**config.mk**
```make
export PLATFORM = sky130hd
export DESIGN_NAME = rom_fetch_unit
export DESIGN_NICKNAME = d
export VERILOG_FILES = /design/src/rtl/rom_fetch_unit.sv
export SDC_FILE = /design/constraint.sdc
export NUM_CORES = 1
export LEC_CHECK = 0
export CAP_MARGIN = 10
export CORE_MARGIN = 2
export CORE_UTILIZATION = 32
export CTS_CLUSTER_SIZE = 8
export DETAILED_ROUTE_END_ITERATION = 10
export GPL_TIMING_DRIVEN = 0
export PLACE_DENSITY = 0.53
export SLEW_MARGIN = 20
export SYNTH_ARGS = -nofsm -noshare
export SYNTH_HDL_FRONTEND = slang
export SYNTH_SLANG_ARGS = --single-unit
```
**constraint.sdc**
```tcl
create_clock -name clock -period 10.5 [get_ports clock]
set_input_delay 1.575 -clock clock [delete_from_list [all_inputs] [get_ports clock]]
set_output_delay 1.575 -clock clock [all_outputs]
set_load 0.02 [all_outputs]
```
**src/rtl/rom_fetch_unit.sv**
```systemverilog
// Instruction-fetch front end: walks the PC through a synchronous ROM (one-cycle
// latency) and buffers returned words in a small credit-controlled FIFO.
module rom_fetch_unit #(
    parameter int                       ADDRESS_WIDTH = 8,
    parameter int                       DATA_WIDTH    = 32,
    parameter int                       FIFO_DEPTH    = 2,
    parameter logic [ADDRESS_WIDTH-1:0] RESET_PC      = {ADDRESS_WIDTH{1'b0}}
) (
    input  logic                     clock,
    input  logic                     reset_n,
    output logic [ADDRESS_WIDTH-3:0] rom_address,
    input  logic [DATA_WIDTH-1:0]    rom_q,
    input  logic                     redirect_valid,
    input  logic [ADDRESS_WIDTH-1:0] redirect_pc,
    output logic                     out_valid,
    input  logic                     out_ready,
    output logic [ADDRESS_WIDTH-1:0] out_pc,
    output logic [DATA_WIDTH-1:0]    out_instr,
    output logic                     out_error
);

    localparam int PTR_W = $clog2(FIFO_DEPTH);
    localparam int CNT_W = $clog2(FIFO_DEPTH + 1);

    typedef enum logic [0:0] {
        MODE_RUN  = 1'b0,
        MODE_HALT = 1'b1
    } mode_e;

    mode_e                     mode_r;
    mode_e                     mode_next_s;
    logic [ADDRESS_WIDTH-1:0]  fetch_pc_r;
    logic                      inflight_r;
    logic [ADDRESS_WIDTH-1:0]  inflight_pc_r;
    logic [ADDRESS_WIDTH-1:0]  pc_mem_r    [FIFO_DEPTH];
    logic [DATA_WIDTH-1:0]     instr_mem_r [FIFO_DEPTH];
    logic                      err_mem_r   [FIFO_DEPTH];
    logic [PTR_W-1:0]          rd_ptr_r;
    logic [PTR_W-1:0]          wr_ptr_r;
    logic [CNT_W-1:0]          count_r;

    logic                      pop_s;
    logic                      push_s;
    logic                      issue_s;
    logic                      misaligned_s;
    logic [CNT_W:0]            used_s;
    logic [CNT_W:0]            limit_s;

    function automatic logic [PTR_W-1:0] ptr_inc(input logic [PTR_W-1:0] p);
        if (p == PTR_W'(FIFO_DEPTH - 1)) begin
            ptr_inc = {PTR_W{1'b0}};
        end else begin
            ptr_inc = p + PTR_W'(1);
        end
    endfunction

    // A slot is reserved for every word in flight, so the FIFO can never overflow.
    assign pop_s        = (count_r != {CNT_W{1'b0}}) && out_ready;
    assign push_s       = inflight_r && !redirect_valid;
    assign misaligned_s = (redirect_pc[1:0] != 2'b00);
    assign used_s       = {1'b0, count_r} + {{CNT_W{1'b0}}, inflight_r};
    assign limit_s      = (CNT_W + 1)'(FIFO_DEPTH) + {{CNT_W{1'b0}}, pop_s};
    assign issue_s      = (mode_r == MODE_RUN) && !redirect_valid && (used_s < limit_s);

    assign rom_address = fetch_pc_r[ADDRESS_WIDTH-1:2];
    assign out_valid   = (count_r != {CNT_W{1'b0}});
    assign out_pc      = out_valid ? pc_mem_r[rd_ptr_r]    : {ADDRESS_WIDTH{1'b0}};
    assign out_instr   = out_valid ? instr_mem_r[rd_ptr_r] : {DATA_WIDTH{1'b0}};
    assign out_error   = out_valid ? err_mem_r[rd_ptr_r]   : 1'b0;

    // Mode register.
    always_ff @(posedge clock) begin
        if (!reset_n) begin
            mode_r <= MODE_RUN;
        end else begin
            mode_r <= mode_next_s;
        end
    end

    // Mode next-state: only a redirect moves between RUN and HALT.
    always_comb begin
        mode_next_s = mode_r;
        case (mode_r)
            MODE_RUN, MODE_HALT: begin
                if (redirect_valid) begin
                    mode_next_s = misaligned_s ? MODE_HALT : MODE_RUN;
                end else begin
                    mode_next_s = mode_r;
                end
            end
            default: mode_next_s = MODE_RUN;
        endcase
    end

    // PC, in-flight tracking and FIFO storage; redirect overrides issue, push and pop.
    always_ff @(posedge clock) begin
        if (!reset_n) begin
            fetch_pc_r    <= RESET_PC;
            inflight_r    <= 1'b0;
            inflight_pc_r <= {ADDRESS_WIDTH{1'b0}};
            rd_ptr_r      <= {PTR_W{1'b0}};
            wr_ptr_r      <= {PTR_W{1'b0}};
            count_r       <= {CNT_W{1'b0}};
        end else if (redirect_valid) begin
            inflight_r <= 1'b0;
            rd_ptr_r   <= {PTR_W{1'b0}};
            if (misaligned_s) begin
                // The error marker is the only entry; fetch stays parked at the aligned word.
                fetch_pc_r        <= {redirect_pc[ADDRESS_WIDTH-1:2], 2'b00};
                pc_mem_r[0]       <= redirect_pc;
                instr_mem_r[0]    <= {DATA_WIDTH{1'b0}};
                err_mem_r[0]      <= 1'b1;
                wr_ptr_r          <= ptr_inc({PTR_W{1'b0}});
                count_r           <= CNT_W'(1);
            end else begin
                fetch_pc_r <= redirect_pc;
                wr_ptr_r   <= {PTR_W{1'b0}};
                count_r    <= {CNT_W{1'b0}};
            end
        end else begin
            inflight_r <= issue_s;
            if (issue_s) begin
                inflight_pc_r <= fetch_pc_r;
                fetch_pc_r    <= fetch_pc_r + ADDRESS_WIDTH'(4);
            end
            if (push_s) begin
                pc_mem_r[wr_ptr_r]    <= inflight_pc_r;
                instr_mem_r[wr_ptr_r] <= rom_q;
                err_mem_r[wr_ptr_r]   <= 1'b0;
                wr_ptr_r              <= ptr_inc(wr_ptr_r);
            end
            if (pop_s) begin
                rd_ptr_r <= ptr_inc(rd_ptr_r);
            end
            case ({push_s, pop_s})
                2'b10:   count_r <= count_r + CNT_W'(1);
                2'b01:   count_r <= count_r - CNT_W'(1);
                default: count_r <= count_r;
            endcase
        end
    end

endmodule
```
==> results of run 1 <==
-- where the power goes --
group	leakage, nW	switching, W	internal [W]	total [W]
registers	0.879	0.00000596	0.000457	0.000463
clock network	0.125	0.000143	0.000166	0.000309
logic	1.05	0.0000508	0.0000493	0.000100
total	2.06	0.000200	0.000673	0.000872
-- state kept, by name, indices dropped and copies added (netlist names), named ones only --
name,count
instr_mem_r,64
pc_mem_r,16
fetch_pc_r,8
inflight_pc_r,8
count_r,2
err_mem_r,2
inflight_r,1
mode_r,1
rd_ptr_r,1
wr_ptr_r,1
-- final timing paths --
kind                                                 start                          end  cells past startpoint
worst max-delay path               count_r[1]$_SDFFE_PN0P_                    out_pc[6]                      4
worst min-delay path            fetch_pc_r[0]$_SDFFE_PN0P_   fetch_pc_r[0]$_SDFFE_PN0P_                      1
worst max register to register       inflight_r$_SDFF_PP0_  instr_mem_r[0][9]$_DFFE_PP_                      6
worst min register to register  fetch_pc_r[0]$_SDFFE_PN0P_   fetch_pc_r[0]$_SDFFE_PN0P_                      1
-- kinds of logic after synthesis --
| logic type | after synthesis | share of synthesized area [%] |
|---|---|---|
| AOI/OAI and AO/OA | 42 | 6.31 |
| xor gates and xnor gates | 2 | 0.388 |
| adders and majority gates | 3 | 0.831 |
| buffers and inverters | 34 | 3.60 |
| DFF | 105 | 64.7 |
| muxes | 49 | 11.1 |
| and+or+nand+nor | 116 | 13.1 |
-- layout make-up --
type,instances,area share [%]
Sequential cell,105,48.6
Clock buffer,11,4.03
Inverter,4,0.250
Multi-Input combinational cell,212,24.0
Clock inverter,5,0.541
Timing Repair Buffer,94,16.4
Tap cell,180,3.74
Buffer,30,2.45
-- per-layer routing --
layer | GRT usage [%] | wire (µm)
met3 | 3.16 | 513
met4 | 3.95 | 59
met5 | 0 | 0
met2 | 22.7 | 4840
met1 | 19.4 | 5010
-- cells in the mapped netlist, types with 5 or more instances --
cell type  count  area [µm²]
o21ai_0       15        75.1
mux2_2         8        90.1
buf_2         10        50.1
edfxtp_1      82        2460
nor2_1        47         176
and3_1        34         213
dfxtp_1       23         460
nor3_1         5        25.0
mux2i_1       41         410
buf_4          6        45.0
nand3_1       12        60.1
clkbuf_1      14        52.6
a21boi_0      11        82.6
-- stage by stage --
stage	total power (W)	area [µm²]	std cells	util [%]
CTS	0.000883	6020	641	43.5
global placement	0.000570	5650	622	40.9
global route	0.000908	6020	641	43.5
detailed placement	0.000573	5740	625	41.5
floorplan	0.000520	4520	351	-
finish	0.000872	6020	641	43.5
==> impl_metrics.csv, run 1 <==
group,metric,value,unit
clock_tree,post_cts.repair.setup_buffers,0,
floorplan,floorplan.die.width,123,µm
cells_and_area,final-seq-area,2920,µm²
drt,detail_route.wirelength,10400,µm
setup_path,cpPeakStageDelay,0.57,ns
global_route,grt_max_degree,28,
synthesis,syn-cell-area,4520,µm²
timing,postLayoutSetupSlackWorst,6.61,ns
timing,hold_violations,0,
cells_and_area,finish.net_count,503,
clock_tree,cts-htree-levels,3,
drt,initialDrtViolationCount,210,
floorplan,fp-row-count,43,
synthesis,count_of_warnings_emitted_by_yosys,0,
setup_path,endpoint_kind,"primary output",
setup_path,critical_path_arrival,2.31,ns
floorplan,core_region_area,13800,µm²
global_route,grt_pass1_vias,3110,
worst_hold_path,hold_path.class,"flip-flop to flip-flop",
timing,fmaxAchievable,0.257,GHz
timing,setup_violations,0,
synthesis,seq_area_frac_synth,64.7,%
synthesis,syn_avg_cell_area,12.9,µm²
setup_path,critical_path.n_buffers_inverters,2,
setup_path,worst_ep_required_time,8.93,ns
global_route,grt_use_total,14.2,%
timing,final.period_utilization,37.0,%
clock_tree,cts_hold_buf,0,
status,outcome,"finished clean",
cells_and_area,fillers,1260,
synthesis,synth_cell_type_count,39,
clock_tree,clock_latency,0.34,ns
place,detailedPlace.worstSlack,6.57,ns
global_route,antenna_found_initial,0,
timing,setup_repair_after_global_routing_missed_its_margin,"no",
clock_tree,clockRootBuffer,"clkbuf_16",
floorplan,fp.dieArea,15100,µm²
floorplan,floorplan.initialDensity,32.7,%
cells_and_area,synthToLayoutAreaGrowth,33.2,%
global_route,wire_length_of_the_first_global_routing_pass,16300,µm
drt,detail_route.wl_per_cell,16.3,µm
clock_tree,clock_slew_seen_by_the_registers_of_the_worst_setup_and_hold_paths,0.07,ns
clock_tree,numCtsBuffers,9,
clock_tree,post_cts_resized,0,
global_route,grt-ovfl-total,0,
drt,drt-pass1-iter-count,6,
timing,setup-tns-final,0,ns
cells_and_area,total_area_of_multi_input_combinational_cells,1450,µm²
setup_path,worstPathCellList,"nor2_1, clkbuf_1, nor2_1, clkdlybuf4s50_1",
timing,hold-worst-slack,0.465,ns
timing,least_margin_pin_slew,0.568,ns
drt,post_drt_via_cell_ratio,4.76,
synthesis,synth_enable_flop_cells,82,
setup_path,worst-setup-path-type,"flip-flop to primary output",
timing,max_slew_margin,62.1,%
power,vdd_ir_drop_max,0.0658,mV
setup_path,critical_path.most_common_cell,"nor2_1",
clock_tree,tritoncts,"built",
floorplan,die_h,123,µm
place,dp_hpwl,7190,µm
synthesis,async_reset_ff_share,0,%
cells_and_area,final_common_cell,"clkdlybuf4s50_1",
timing,drv_slew,0,
power,power_per_cell_area,145,nW/µm²
cells_and_area,layout.cells.most_common_list,"91 x clkdlybuf4s50_1, 82 x edfxtp_1, 47 x nor2_1",
place,number_of_buffer_cells_added_on_primary_ports,91,
synthesis,syn-instance-count,351,
job,max-cap-violations,0,
clock_tree,max-clock-path-buffers,2,
setup_path,crit_fanout,10,
timing,clock-skew-final,0.00679,ns
cells_and_area,final_layout_size_suffix_gt1_share,9.76,%
synthesis,mappedNetlistNets,398,
drt,vias,3051,
timing,fin_crit,3.89,ns
power,p_leak,2.06,nW
floorplan,io-pin-count,92,
setup_path,startpoint_class,"flip-flop",
setup_path,reg2reg_slack,8.26,ns
drt,detail_route.drc_violations,0,
setup_path,critical-path-slowest-cell,"clkdlybuf4s50_1",
drt,drt.antenna.violating_nets,0,
synthesis,synth_ff_type,"edfxtp_1",
clock_tree,clock_sink_count,105,
place,routabilityCongestion,0.812,
cells_and_area,diodes,0,
synthesis,ys_ff_latch,105,
setup_path,critPathTopFamily,"buffers and inverters",
Power figures use the tool's default switching activity.
==> run 2, diff against run 1 <==
Clock period 10.5 ns to 3.9 ns, I/O delays scaled along.
==> run 2 against run 1 <==
Cell area about the same. Sequential power increased to 2.7 times the previous value. Worst hold slack worse by 0.0058 ns. Global-route usage is 0.061 points lower. Routed wire length down 1.2%. Via count grew 0.46%. Highest routed layer unchanged. Sequential share of layout area barely moved. Critical endpoint is now out_pc[4]. Critical path depth is the same. Critical path type unchanged. Flip-flop and latch count did not move. First-iteration DRC count fell by 19%. Register-to-register slack got worse by 6.5 ns.
==> impl_metrics.csv, run 2 (synthesis results as in run 1) <==
group,metric,value,unit
clock_tree,post_cts.repair.setup_buffers,0,
job,max-cap-violations,0,
clock_tree,clockRootBuffer,"clkbuf_16",
clock_tree,tritoncts,"built",
floorplan,core_region_area,13800,µm²
drt,drt-pass1-iter-count,4,
cells_and_area,diodes,0,
drt,detail_route.wirelength,10300,µm
timing,final.period_utilization,76.6,%
cells_and_area,synthToLayoutAreaGrowth,33.3,%
floorplan,fp.dieArea,15100,µm²
cells_and_area,flip_flop_count_of_the_largest_register_all_copies_and_words_added,64,
timing,clock-skew-final,0.00655,ns
clock_tree,clock_slew_seen_by_the_registers_of_the_worst_setup_and_hold_paths,0.07,ns
setup_path,worst_ep_required_time,3.31,ns
global_route,grt-ovfl-total,0,
place,detailedPlace.worstSlack,1.06,ns
power,p_leak,2.07,nW
timing,drv_slew,0,
worst_hold_path,hold_path.class,"flip-flop to flip-flop",
setup_path,crit_fanout,10,
global_route,grt_pass1_vias,3129,
global_route,wire_length_of_the_first_global_routing_pass,16300,µm
place,routabilityCongestion,0.794,
power,power_per_cell_area,396,nW/µm²
cells_and_area,layout.cells.most_common_list,"91 x clkdlybuf4s50_1, 82 x edfxtp_1, 47 x nor2_1",
drt,drt.antenna.violating_nets,0,
drt,post_drt_via_cell_ratio,4.78,
global_route,grt_max_degree,26,
timing,hold_violations,0,
timing,fmaxAchievable,0.335,GHz
cells_and_area,reg_top3,"instr_mem_r (64), pc_mem_r (16)",
clock_tree,clock_latency,0.33,ns
floorplan,fp-row-count,43,
drt,initialDrtViolationCount,171,
place,number_of_buffer_cells_added_on_primary_ports,91,
timing,fin_crit,2.99,ns
drt,detail_route.wl_per_cell,16.1,µm
timing,postLayoutSetupSlackWorst,0.914,ns
setup_path,critical_path_arrival,2.40,ns
cells_and_area,final_layout_size_suffix_gt1_share,9.76,%
clock_tree,post_cts_resized,0,
cells_and_area,fillers,1294,
floorplan,io-pin-count,92,
clock_tree,max-clock-path-buffers,2,
floorplan,floorplan.die.width,123,µm
status,outcome,"finished clean",
cells_and_area,final_common_cell,"clkdlybuf4s50_1",
clock_tree,clock_sink_count,105,
setup_path,startpoint_class,"flip-flop",
global_route,grt_use_total,14.1,%
place,dp_hpwl,7180,µm
clock_tree,numCtsBuffers,9,
timing,max_slew_margin,56.1,%
cells_and_area,finish.net_count,503,
floorplan,die_h,123,µm
cells_and_area,largest-register,"instr_mem_r",
clock_tree,cts_hold_buf,0,
setup_path,endpoint_kind,"primary output",
floorplan,floorplan.initialDensity,32.7,%
power,vdd_ir_drop_max,0.212,mV
global_route,antenna_found_initial,0,
timing,setup_repair_after_global_routing_missed_its_margin,"no",
setup_path,worst-setup-path-type,"flip-flop to primary output",
drt,vias,3065,
drt,detail_route.drc_violations,0,
cells_and_area,final_instance_count_excl_fillers,641,
timing,setup_violations,0,
place,place.detailed.instances,625,
cells_and_area,postLayoutCoreUtil,43.6,%
timing,least_margin_pin_slew,0.656,ns
power,total_power,0.00239,W
clock_tree,cts-htree-levels,3,
run 2: cell count changes in the layout (fill, tap and decap cells not counted), sizes merged:
cell	delta
clkinvlp	-2
clkbuf	+1
clkinv	+1
run 2: stage by stage:
stage | hold slack, ns | instance area, µm² | TNS (ns)
finish | 0.459 | 6020 | 0
global route | 0.497 | 6020 | 0
floorplan | 0.429 | 4520 | 0
global placement | 0.452 | 5650 | -61.39
detailed placement | 0.445 | 5730 | 0
CTS | 0.466 | 6020 | 0
run 2: worst max-delay path, stage by stage, from the launching register on:
cell and delay (ns):
dfxtp_1 0.37, nor2_1 0.47, clkbuf_1 0.45, nor2_1 0.19, clkdlybuf4s50_1 0.59
run 2: where the power goes:
group	switching [W]	internal, W	total (W)
Sequential	0.0000161	0.00123	0.00125
Combinational	0.000137	0.000131	0.000267
Clock	0.000386	0.000488	0.000874
Total	0.000538	0.00185	0.00239
run 2: metal layers:
metal / global-route usage, % / up-vias / part of all wire [%]
li1: - / 1506 / -
met1: 19.3 / 1470 / 49
met2: 22.4 / 82 / 45
met3: 4.00 / 7 / 5.2
met4: 3.16 / 0 / 0.70
met5: 0 / - / 0
run 2: cell type report:
cell class,instances,area [µm²],area share (%)
multi-input combinational,212,1450,24.0
buffer,30,148,2.45
inverter,4,15.0,0.249
sequential,105,2920,48.5
clock buffer,12,268,4.45
timing repair buffer,94,973,16.2
clock inverter,4,25.0,0.416
tap,180,225,3.74
run 2: final timing paths:
check | slack (ns) | depth (start not counted) | endpoint | start
worst min register to register | 0.46 | 1 | fetch_pc_r[0]$_SDFFE_PN0P_ | fetch_pc_r[0]$_SDFFE_PN0P_
worst max-delay path | 0.91 | 4 | out_pc[4] | count_r[1]$_SDFFE_PN0P_
worst max register to register | 1.73 | 5 | pc_mem_r[0][0]$_DFFE_PP_ | inflight_r$_SDFF_PP0_
worst min-delay path | 0.46 | 1 | fetch_pc_r[0]$_SDFFE_PN0P_ | fetch_pc_r[0]$_SDFFE_PN0P_
